==> src/rtl/multi_rail_monitor.sv <==
// multi_rail_monitor: N-rail UV/OV supply monitor with hysteresis,
// debounce, per-rail fault/recovery FSM, lockout and first-fault capture.
//
// Ports:
//   clk, reset         : clock, synchronous active-high reset
//   vdd_in             : rail samples, rail i at [i*VW +: VW] (mV)
//   ch_enable          : per-rail monitor enable
//   recovery_req       : per-rail recovery request (level)
//   lockout_clear      : releases every rail sitting in LOCKOUT
//   first_fault_clr    : drops first_fault_valid
//   fault_uv, fault_ov : debounced flags per rail
//   fault_any          : some enabled rail is outside MONITOR
//   recovery_ready     : 1-cycle pulse on RECOVERY->MONITOR
//   fsm_state          : one-hot state per rail, 4 bits each
//   fault_counter      : per-rail saturating fault count
//   first_fault_ch/_valid : first rail to leave MONITOR on a fault
module multi_rail_monitor #(
    parameter int NUM_CH        = 4,
    parameter int VW            = 12,
    parameter int UV_TRIP       = 2650,
    parameter int UV_CLEAR      = 2750,
    parameter int OV_TRIP       = 3700,
    parameter int OV_CLEAR      = 3600,
    parameter int DEBOUNCE      = 8,
    parameter int RECOVERY_HOLD = 64,
    parameter int MAX_FAULTS    = 8,
    parameter int CNT_W         = 16,
    localparam int FFW = (NUM_CH > 1) ? $clog2(NUM_CH) : 1
) (
    input  logic                    clk,
    input  logic                    reset,
    input  logic [NUM_CH*VW-1:0]    vdd_in,
    input  logic [NUM_CH-1:0]       ch_enable,
    input  logic [NUM_CH-1:0]       recovery_req,
    input  logic                    lockout_clear,
    input  logic                    first_fault_clr,
    output logic [NUM_CH-1:0]       fault_uv,
    output logic [NUM_CH-1:0]       fault_ov,
    output logic                    fault_any,
    output logic [NUM_CH-1:0]       recovery_ready,
    output logic [NUM_CH*4-1:0]     fsm_state,
    output logic [NUM_CH*CNT_W-1:0] fault_counter,
    output logic [FFW-1:0]          first_fault_ch,
    output logic                    first_fault_valid
);

    localparam int DW = $clog2(DEBOUNCE + 1);
    localparam int HW = (RECOVERY_HOLD > 1) ? $clog2(RECOVERY_HOLD) : 1;

    localparam logic [VW-1:0]    UV_T      = VW'(UV_TRIP);
    localparam logic [VW-1:0]    UV_C      = VW'(UV_CLEAR);
    localparam logic [VW-1:0]    OV_T      = VW'(OV_TRIP);
    localparam logic [VW-1:0]    OV_C      = VW'(OV_CLEAR);
    localparam logic [DW-1:0]    DEB_MAX   = DW'(DEBOUNCE);
    localparam logic [HW-1:0]    HOLD_LAST = HW'(RECOVERY_HOLD - 1);
    localparam logic [CNT_W-1:0] MAX_F     = CNT_W'(MAX_FAULTS);

    typedef enum logic [3:0] {
        ST_MON  = 4'b0001,
        ST_FLT  = 4'b0010,
        ST_REC  = 4'b0100,
        ST_LOCK = 4'b1000
    } state_t;

    logic [NUM_CH-1:0] entry;
    logic [NUM_CH-1:0] active;
    logic [FFW-1:0]    ff_idx;

    for (genvar i = 0; i < NUM_CH; i++) begin : g_ch
        logic [VW-1:0]    v;
        logic             uv_raw, ov_raw;
        logic             uv_flt, ov_flt, flt;
        logic [DW-1:0]    uv_db, ov_db;
        state_t           st, st_n;
        logic [CNT_W-1:0] cnt, cnt_n, cnt_inc;
        logic [HW-1:0]    hold, hold_n;
        logic             rdy_n, rdy_q, ent;

        assign v       = vdd_in[i*VW +: VW];
        assign flt     = uv_flt | ov_flt;
        assign cnt_inc = (&cnt) ? cnt : cnt + 1'b1;

        // Hysteresis comparators; the raw state is frozen while disabled
        // so re-enable resumes from where the rail was left.
        always_ff @(posedge clk) begin
            if (reset) begin
                uv_raw <= 1'b0;
                ov_raw <= 1'b0;
            end else if (ch_enable[i]) begin
                if (v < UV_T)
                    uv_raw <= 1'b1;
                else if (v >= UV_C)
                    uv_raw <= 1'b0;
                if (v > OV_T)
                    ov_raw <= 1'b1;
                else if (v <= OV_C)
                    ov_raw <= 1'b0;
            end
        end

        // Filter flips once the mismatch count has reached DEBOUNCE and
        // the mismatch is still present, giving E+1+DEBOUNCE latency.
        always_ff @(posedge clk) begin
            if (reset || !ch_enable[i]) begin
                uv_db  <= '0;
                uv_flt <= 1'b0;
            end else if (uv_raw == uv_flt) begin
                uv_db <= '0;
            end else if (uv_db == DEB_MAX) begin
                uv_flt <= uv_raw;
                uv_db  <= '0;
            end else begin
                uv_db <= uv_db + 1'b1;
            end
        end

        always_ff @(posedge clk) begin
            if (reset || !ch_enable[i]) begin
                ov_db  <= '0;
                ov_flt <= 1'b0;
            end else if (ov_raw == ov_flt) begin
                ov_db <= '0;
            end else if (ov_db == DEB_MAX) begin
                ov_flt <= ov_raw;
                ov_db  <= '0;
            end else begin
                ov_db <= ov_db + 1'b1;
            end
        end

        always_ff @(posedge clk) begin
            if (reset) begin
                st    <= ST_MON;
                cnt   <= '0;
                hold  <= '0;
                rdy_q <= 1'b0;
            end else begin
                st    <= st_n;
                cnt   <= cnt_n;
                hold  <= hold_n;
                rdy_q <= rdy_n;
            end
        end

        always_comb begin
            st_n   = st;
            cnt_n  = cnt;
            hold_n = hold;
            rdy_n  = 1'b0;
            ent    = 1'b0;
            if (!ch_enable[i]) begin
                st_n   = ST_MON;
                hold_n = '0;
            end else begin
                unique case (st)
                    ST_MON: begin
                        if (flt) begin
                            cnt_n = cnt_inc;
                            ent   = 1'b1;
                            st_n  = (cnt_inc >= MAX_F) ? ST_LOCK : ST_FLT;
                        end
                    end
                    ST_FLT: begin
                        if (recovery_req[i]) begin
                            st_n   = ST_REC;
                            hold_n = '0;
                        end
                    end
                    ST_REC: begin
                        if (flt) begin
                            cnt_n = cnt_inc;
                            st_n  = (cnt_inc >= MAX_F) ? ST_LOCK : ST_FLT;
                        end else if (hold == HOLD_LAST) begin
                            st_n   = ST_MON;
                            rdy_n  = 1'b1;
                            hold_n = '0;
                        end else begin
                            hold_n = hold + 1'b1;
                        end
                    end
                    ST_LOCK: begin
                        if (lockout_clear) begin
                            st_n  = ST_MON;
                            cnt_n = '0;
                        end
                    end
                    default: st_n = ST_MON;
                endcase
            end
        end

        assign entry[i]                     = ent;
        assign active[i]                    = ch_enable[i] & (st != ST_MON);
        assign fault_uv[i]                  = uv_flt;
        assign fault_ov[i]                  = ov_flt;
        assign recovery_ready[i]            = rdy_q;
        assign fsm_state[i*4 +: 4]          = st;
        assign fault_counter[i*CNT_W +: CNT_W] = cnt;
    end

    assign fault_any = |active;

    // Lowest index wins on simultaneous entries.
    always_comb begin
        ff_idx = '0;
        for (int k = NUM_CH - 1; k >= 0; k--) begin
            if (entry[k])
                ff_idx = FFW'(k);
        end
    end

    // A same-cycle entry overrides the clear.
    always_ff @(posedge clk) begin
        if (reset) begin
            first_fault_ch    <= '0;
            first_fault_valid <= 1'b0;
        end else if (|entry && (!first_fault_valid || first_fault_clr)) begin
            first_fault_ch    <= ff_idx;
            first_fault_valid <= 1'b1;
        end else if (first_fault_clr) begin
            first_fault_valid <= 1'b0;
        end
    end

endmodule

==> config.mk <==
export PLATFORM = sky130hd
export DESIGN_NAME = multi_rail_monitor
export DESIGN_NICKNAME = d
export VERILOG_FILES = /design/src/rtl/multi_rail_monitor.sv
export SDC_FILE = /design/constraint.sdc
export NUM_CORES = 1
export LEC_CHECK = 0
export ABC_AREA = 1
export BUFFER_PORTS_ARGS = -buffer_cell sky130_fd_sc_hd__buf_2
export CELL_PAD_IN_SITES_DETAIL_PLACEMENT = 1
export CELL_PAD_IN_SITES_GLOBAL_PLACEMENT = 2
export CORE_MARGIN = 2
export CORE_UTILIZATION = 30
export DETAILED_ROUTE_END_ITERATION = 7
export GPL_ROUTABILITY_DRIVEN = 0
export GPL_TIMING_DRIVEN = 0
export PLACE_DENSITY = 0.88
export SYNTH_ARGS = -nofsm -noshare
export SYNTH_HDL_FRONTEND = slang
export SYNTH_SLANG_ARGS = --single-unit
==> constraint.sdc <==
create_clock -name clk -period 3.88 [get_ports clk]
set_input_delay 0.194 -clock clk [delete_from_list [all_inputs] [get_ports clk]]
set_output_delay 0.194 -clock clk [all_outputs]
set_load 0.05 [all_outputs]
==> results summary <==
The number of antenna cells inserted came out at 0. The count of non-filler cells in the finished layout came out at 2047. The initial antenna violation count came out at 0.

The worst relative slew slack is 36.2%. In this run the cell area of the synthesized design comes to 9540 sq um. The number of synthesized register bits is 159. At the pin with the least slew margin, the transition time is 0.958 ns. In this run the post-CTS setup repair buffer count came out at 0. The area of combinational cells with multiple inputs came out at 5440 sq um.

The number of buffers on the longest clock path is 2. For this run, the leading register cell type out of synthesis is sky130_fd_sc_hd__dfxtp_1. The reported leakage power is 4.88 nW.

The worst min-delay path startpoint is vdd_in[45]. The flip-flop and latch area came out at 3180 sq um. The cell count after synthesis is 1461. The data arrival time of the critical path came out at 2.47 ns. Including well taps, the total number of placed cells is 2014. The synthesis warning total is 0. The tree is rooted in a sky130_fd_sc_hd__clkbuf_16. The worst hold path terminates at g_ch[3].uv_raw$_SDFFE_PP0P_. The peak ir drop on the vdd network came out at 0.197 mV. The combined global-route utilization of all metal layers is 18.5%.

The boundary pin count came out at 156. The critical path required time came out at 4.19 ns. The synthesis-to-layout area growth is 19.3%. Detailed placement finished with a half-perimeter wire length of 23900 microns.

For this design the ratio of total power to cell area is 301 nW/um^2. The delay of the slowest cell on the worst path is 0.55 ns. The clock slew seen by the registers of the worst setup and hold paths is 0.07 ns. The category of the worst setup path launch point is a flop.

The startpoint of the worst-slack reg-to-reg timing path is g_ch[1].cnt[0]$_SDFFE_PP0P_. The sequential cell area fraction in the yosys report came out at 33.4%. Traced cell by cell, the critical path runs through ha_1, nand3_2, nor2_2, xnor2_1, nand3_1, nor3_1, nand3_1, nand2_1, a21oi_1. In the routed design, unresolved DRC markers number 0. Counting every net in the synthesized netlist gives 1545.

The number of buffers created by CTS is 17. The die is 182 microns tall. The H-tree depth reported by CTS came out at 4. The minimum clock period after layout came out at 2.16 ns. The count of unique library cells instantiated by Yosys is 48.

The worst clock skew is 0.0140 ns. The wire length reported by the detailed router came out at 30300 microns. The worst min-delay path category is in -> reg. The endpoint type of the worst setup path is a flop. The net count of the finished layout is 1717. The number of fill cells in the layout came out at 4128. The first global-routing pass estimated 50000 microns of wire. TritonCTS built the clock tree. The proportion of layout cells with a drive suffix above 1 came out at 17.8%. The run finished with clean final reports. The worst-path maximum fanout is 7. The count of buffers from port buffering came out at 151. The number of cells on the worst hold path is 4.

Yosys mapped a number of flops with a built-in enable equal to 0. The largest net degree at the start of global routing came out at 17. Among all stages on the critical path, the largest delay is contributed by sky130_fd_sc_hd__dfxtp_1. The share of the clock period used by the worst path is 55.8%. Setup repair after global routing left no endpoint under its margin. The first-pass iteration count of the detailed router is 4. The number of sinks on the clock net came out at 159. The critical path is of the reg -> reg type. The initial utilization of the core area, before any placement, comes to 30.4%. The max-capacitance violation count came out at 0. The async set-or-reset flop fraction in the synthesized netlist is 0%. The wire length per cell came out at 14.8 microns. The final setup violation count came out at 0. The core outline area is 31400 sq um. The remaining number of nets flagged by the antenna check after routing is 0.

The number of placement rows came out at 65. The die outline area came out at 33200 sq um. The post-cts resize count is 0.

The final total negative setup slack is 0 ns. The upper clock frequency limit is 462 MHz. The mean post-synth cell area is 6.53 sq um. In this design, the critical path's most frequently occurring cell is sky130_fd_sc_hd__nand3_1. Detailed routing inserted a total of 10000 vias. The horizontal die dimension came out at 182 microns. In this run the critical register-to-register path is captured at g_ch[1].st[3]$_SDFFE_PP0P_. The detailed router finished its first iteration with 443 violations. The via count normalized by instance count is 4.90. The number of global-route vias before repair is 10200.

The number of slew-limit violations in the final report is 0. The path depth of the worst reg2reg path came out at 9. For this run the aggregate overflow at the end of global routing stands at 0. The count of final hold-check violations is 0. The slack of the worst reg-to-reg path came out at 1.72 ns. The clock network latency to the later pin of the worst-skew pair came out at 0.43 ns.
power by group:
part / leakage (nW) / internal [W] / switching [W]
sequential: 1.28 / 0.00164 / 0.00000685
combinational: 3.34 / 0.0000484 / 0.0000890
clock: 0.264 / 0.000929 / 0.000707
critical path, delay by kind of cell, from the launching register on:
family	cells	cell delay [ns]
simple gates	6	0.93
flops	1	0.55
fa+ha+maj	1	0.35
xor+xnor	1	0.16
compound gates	1	0.05
synthesized netlist by cell type, types with 9 or more instances:
| cell | count | share of area, % |
|---|---|---|
| sky130_fd_sc_hd__nand2_1 | 372 | 15 |
| sky130_fd_sc_hd__nor2_1 | 191 | 7.5 |
| sky130_fd_sc_hd__inv_1 | 171 | 6.7 |
| sky130_fd_sc_hd__dfxtp_1 | 159 | 33 |
| sky130_fd_sc_hd__a21oi_1 | 115 | 6.0 |
| sky130_fd_sc_hd__nand3_1 | 101 | 5.3 |
| sky130_fd_sc_hd__o21ai_0 | 48 | 2.5 |
| sky130_fd_sc_hd__nand4_1 | 39 | 2.6 |
| sky130_fd_sc_hd__ha_1 | 24 | 3.1 |
| sky130_fd_sc_hd__nor3_1 | 23 | 1.2 |
| sky130_fd_sc_hd__nor2_2 | 21 | 1.4 |
| sky130_fd_sc_hd__buf_4 | 20 | 1.6 |
| sky130_fd_sc_hd__xor2_1 | 19 | 1.7 |
| sky130_fd_sc_hd__xnor2_1 | 15 | 1.4 |
| sky130_fd_sc_hd__nand3_2 | 13 | 1.4 |
| sky130_fd_sc_hd__inv_2 | 12 | 0.47 |
| sky130_fd_sc_hd__nand2_2 | 12 | 0.79 |
| sky130_fd_sc_hd__o211ai_1 | 10 | 0.79 |
| sky130_fd_sc_hd__nor2_4 | 9 | 1.1 |
| sky130_fd_sc_hd__o22ai_1 | 9 | 0.59 |
kinds of logic after synthesis:
logic type,share of synthesized area [%]
fa+ha+maj,3.15
buf+inv,9.58
flops,33.4
compound gates,12.6
xor+xnor,3.12
simple gates,38.2
cell type report:
cell class	instances	share of cell area, %
well taps	402	4.42
repair buffers	153	6.82
clock buffers	22	4.17
plain buffers	35	1.95
flip-flops and latches	159	28.0
clock inverters	9	0.737
multi-input cells	1083	47.8
inverters	184	6.08
routing by layer:
| layer | GRT usage (%) | part of all wire [%] |
|---|---|---|
| met3 | 3.09 | 2.7 |
| met5 | 0 | 0 |
| met4 | 4.13 | 1.1 |
| met2 | 33.0 | 49 |
| met1 | 23.4 | 47 |
cell usage in the layout, fill, tap and decap left out, types with 6 or more instances in the layout:
cell,count
sky130_fd_sc_hd__dfxtp_1,159
sky130_fd_sc_hd__xor2_1,19
sky130_fd_sc_hd__clkbuf_1,9
sky130_fd_sc_hd__o211ai_1,10
sky130_fd_sc_hd__inv_1,171
sky130_fd_sc_hd__nand2_1,372
sky130_fd_sc_hd__nor3_1,23
sky130_fd_sc_hd__nand3_1,101
sky130_fd_sc_hd__buf_2,157
sky130_fd_sc_hd__a21oi_1,115
sky130_fd_sc_hd__o22ai_1,9
sky130_fd_sc_hd__xnor2_1,15
sky130_fd_sc_hd__nor2_1,191
sky130_fd_sc_hd__o21ai_0,48
sky130_fd_sc_hd__ha_1,24
sky130_fd_sc_hd__a211oi_1,7
sky130_fd_sc_hd__nand3_2,13
sky130_fd_sc_hd__nand2_2,12
sky130_fd_sc_hd__clkbuf_16,17
sky130_fd_sc_hd__o21ai_1,6
sky130_fd_sc_hd__nor2_2,21
sky130_fd_sc_hd__inv_2,12
sky130_fd_sc_hd__nand3b_1,7
sky130_fd_sc_hd__buf_4,20
sky130_fd_sc_hd__nor4_1,6
sky130_fd_sc_hd__nand4_1,39
sky130_fd_sc_hd__or2_2,6
sky130_fd_sc_hd__nor2_4,9
through the flow:
step | instance area (sq um) | total power [W] | hold WS [ns] | setup WS [ns] | utilization (%)
floorplan | 9540 | 0.00175 | 0.302 | 1.62 | -
global placement | 10800 | 0.00182 | 0.428 | 1.68 | 34.4
detailed placement | 10800 | 0.00182 | 0.420 | 1.73 | 34.4
CTS | 11400 | 0.00348 | 0.0274 | 1.68 | 36.2
global route | 11400 | 0.00356 | 0.0453 | 1.52 | 36.2
finish | 11400 | 0.00342 | 0.0484 | 1.72 | 36.2
how the worst max path moves through the flow:
stage | start | to | slack [ns] | depth (start not counted)
6_report | g_ch[1].cnt[0]$_SDFFE_PP0P_ | g_ch[1].st[3]$_SDFFE_PP0P_ | 1.72 | 9
5_1_grt | g_ch[1].cnt[0]$_SDFFE_PP0P_ | g_ch[1].st[3]$_SDFFE_PP0P_ | 1.52 | 9
4_1_cts | g_ch[2].st[2]$_SDFFE_PP0P_ | fault_any | 1.68 | 7
3_5_place_dp | g_ch[1].cnt[0]$_SDFFE_PP0P_ | g_ch[1].st[3]$_SDFFE_PP0P_ | 1.73 | 9
3_3_place_gp | g_ch[1].cnt[0]$_SDFFE_PP0P_ | g_ch[1].st[3]$_SDFFE_PP0P_ | 1.68 | 9
2_1_floorplan | g_ch[1].st[2]$_SDFFE_PP0P_ | fault_any | 1.62 | 4
registers in the layout, indices dropped and copies added, names as in the netlist:
name,cells
g_ch.hold,24
first_fault_valid,1
g_ch.uv_db,16
g_ch.ov_db,16
g_ch.ov_raw,4
g_ch.cnt,64
g_ch.uv_flt,4
g_ch.uv_raw,4
g_ch.ov_flt,4
g_ch.st,16
first_fault_ch,2
g_ch.rdy_q,4
what timing repair did:
item                                    4_1_cts  5_1_grt
hold endpoints to repair                      1        0
endpoints found under the setup margin        0        0
hold buffers                                  2        0
No activity file was read; power rests on OpenSTA's default activity.
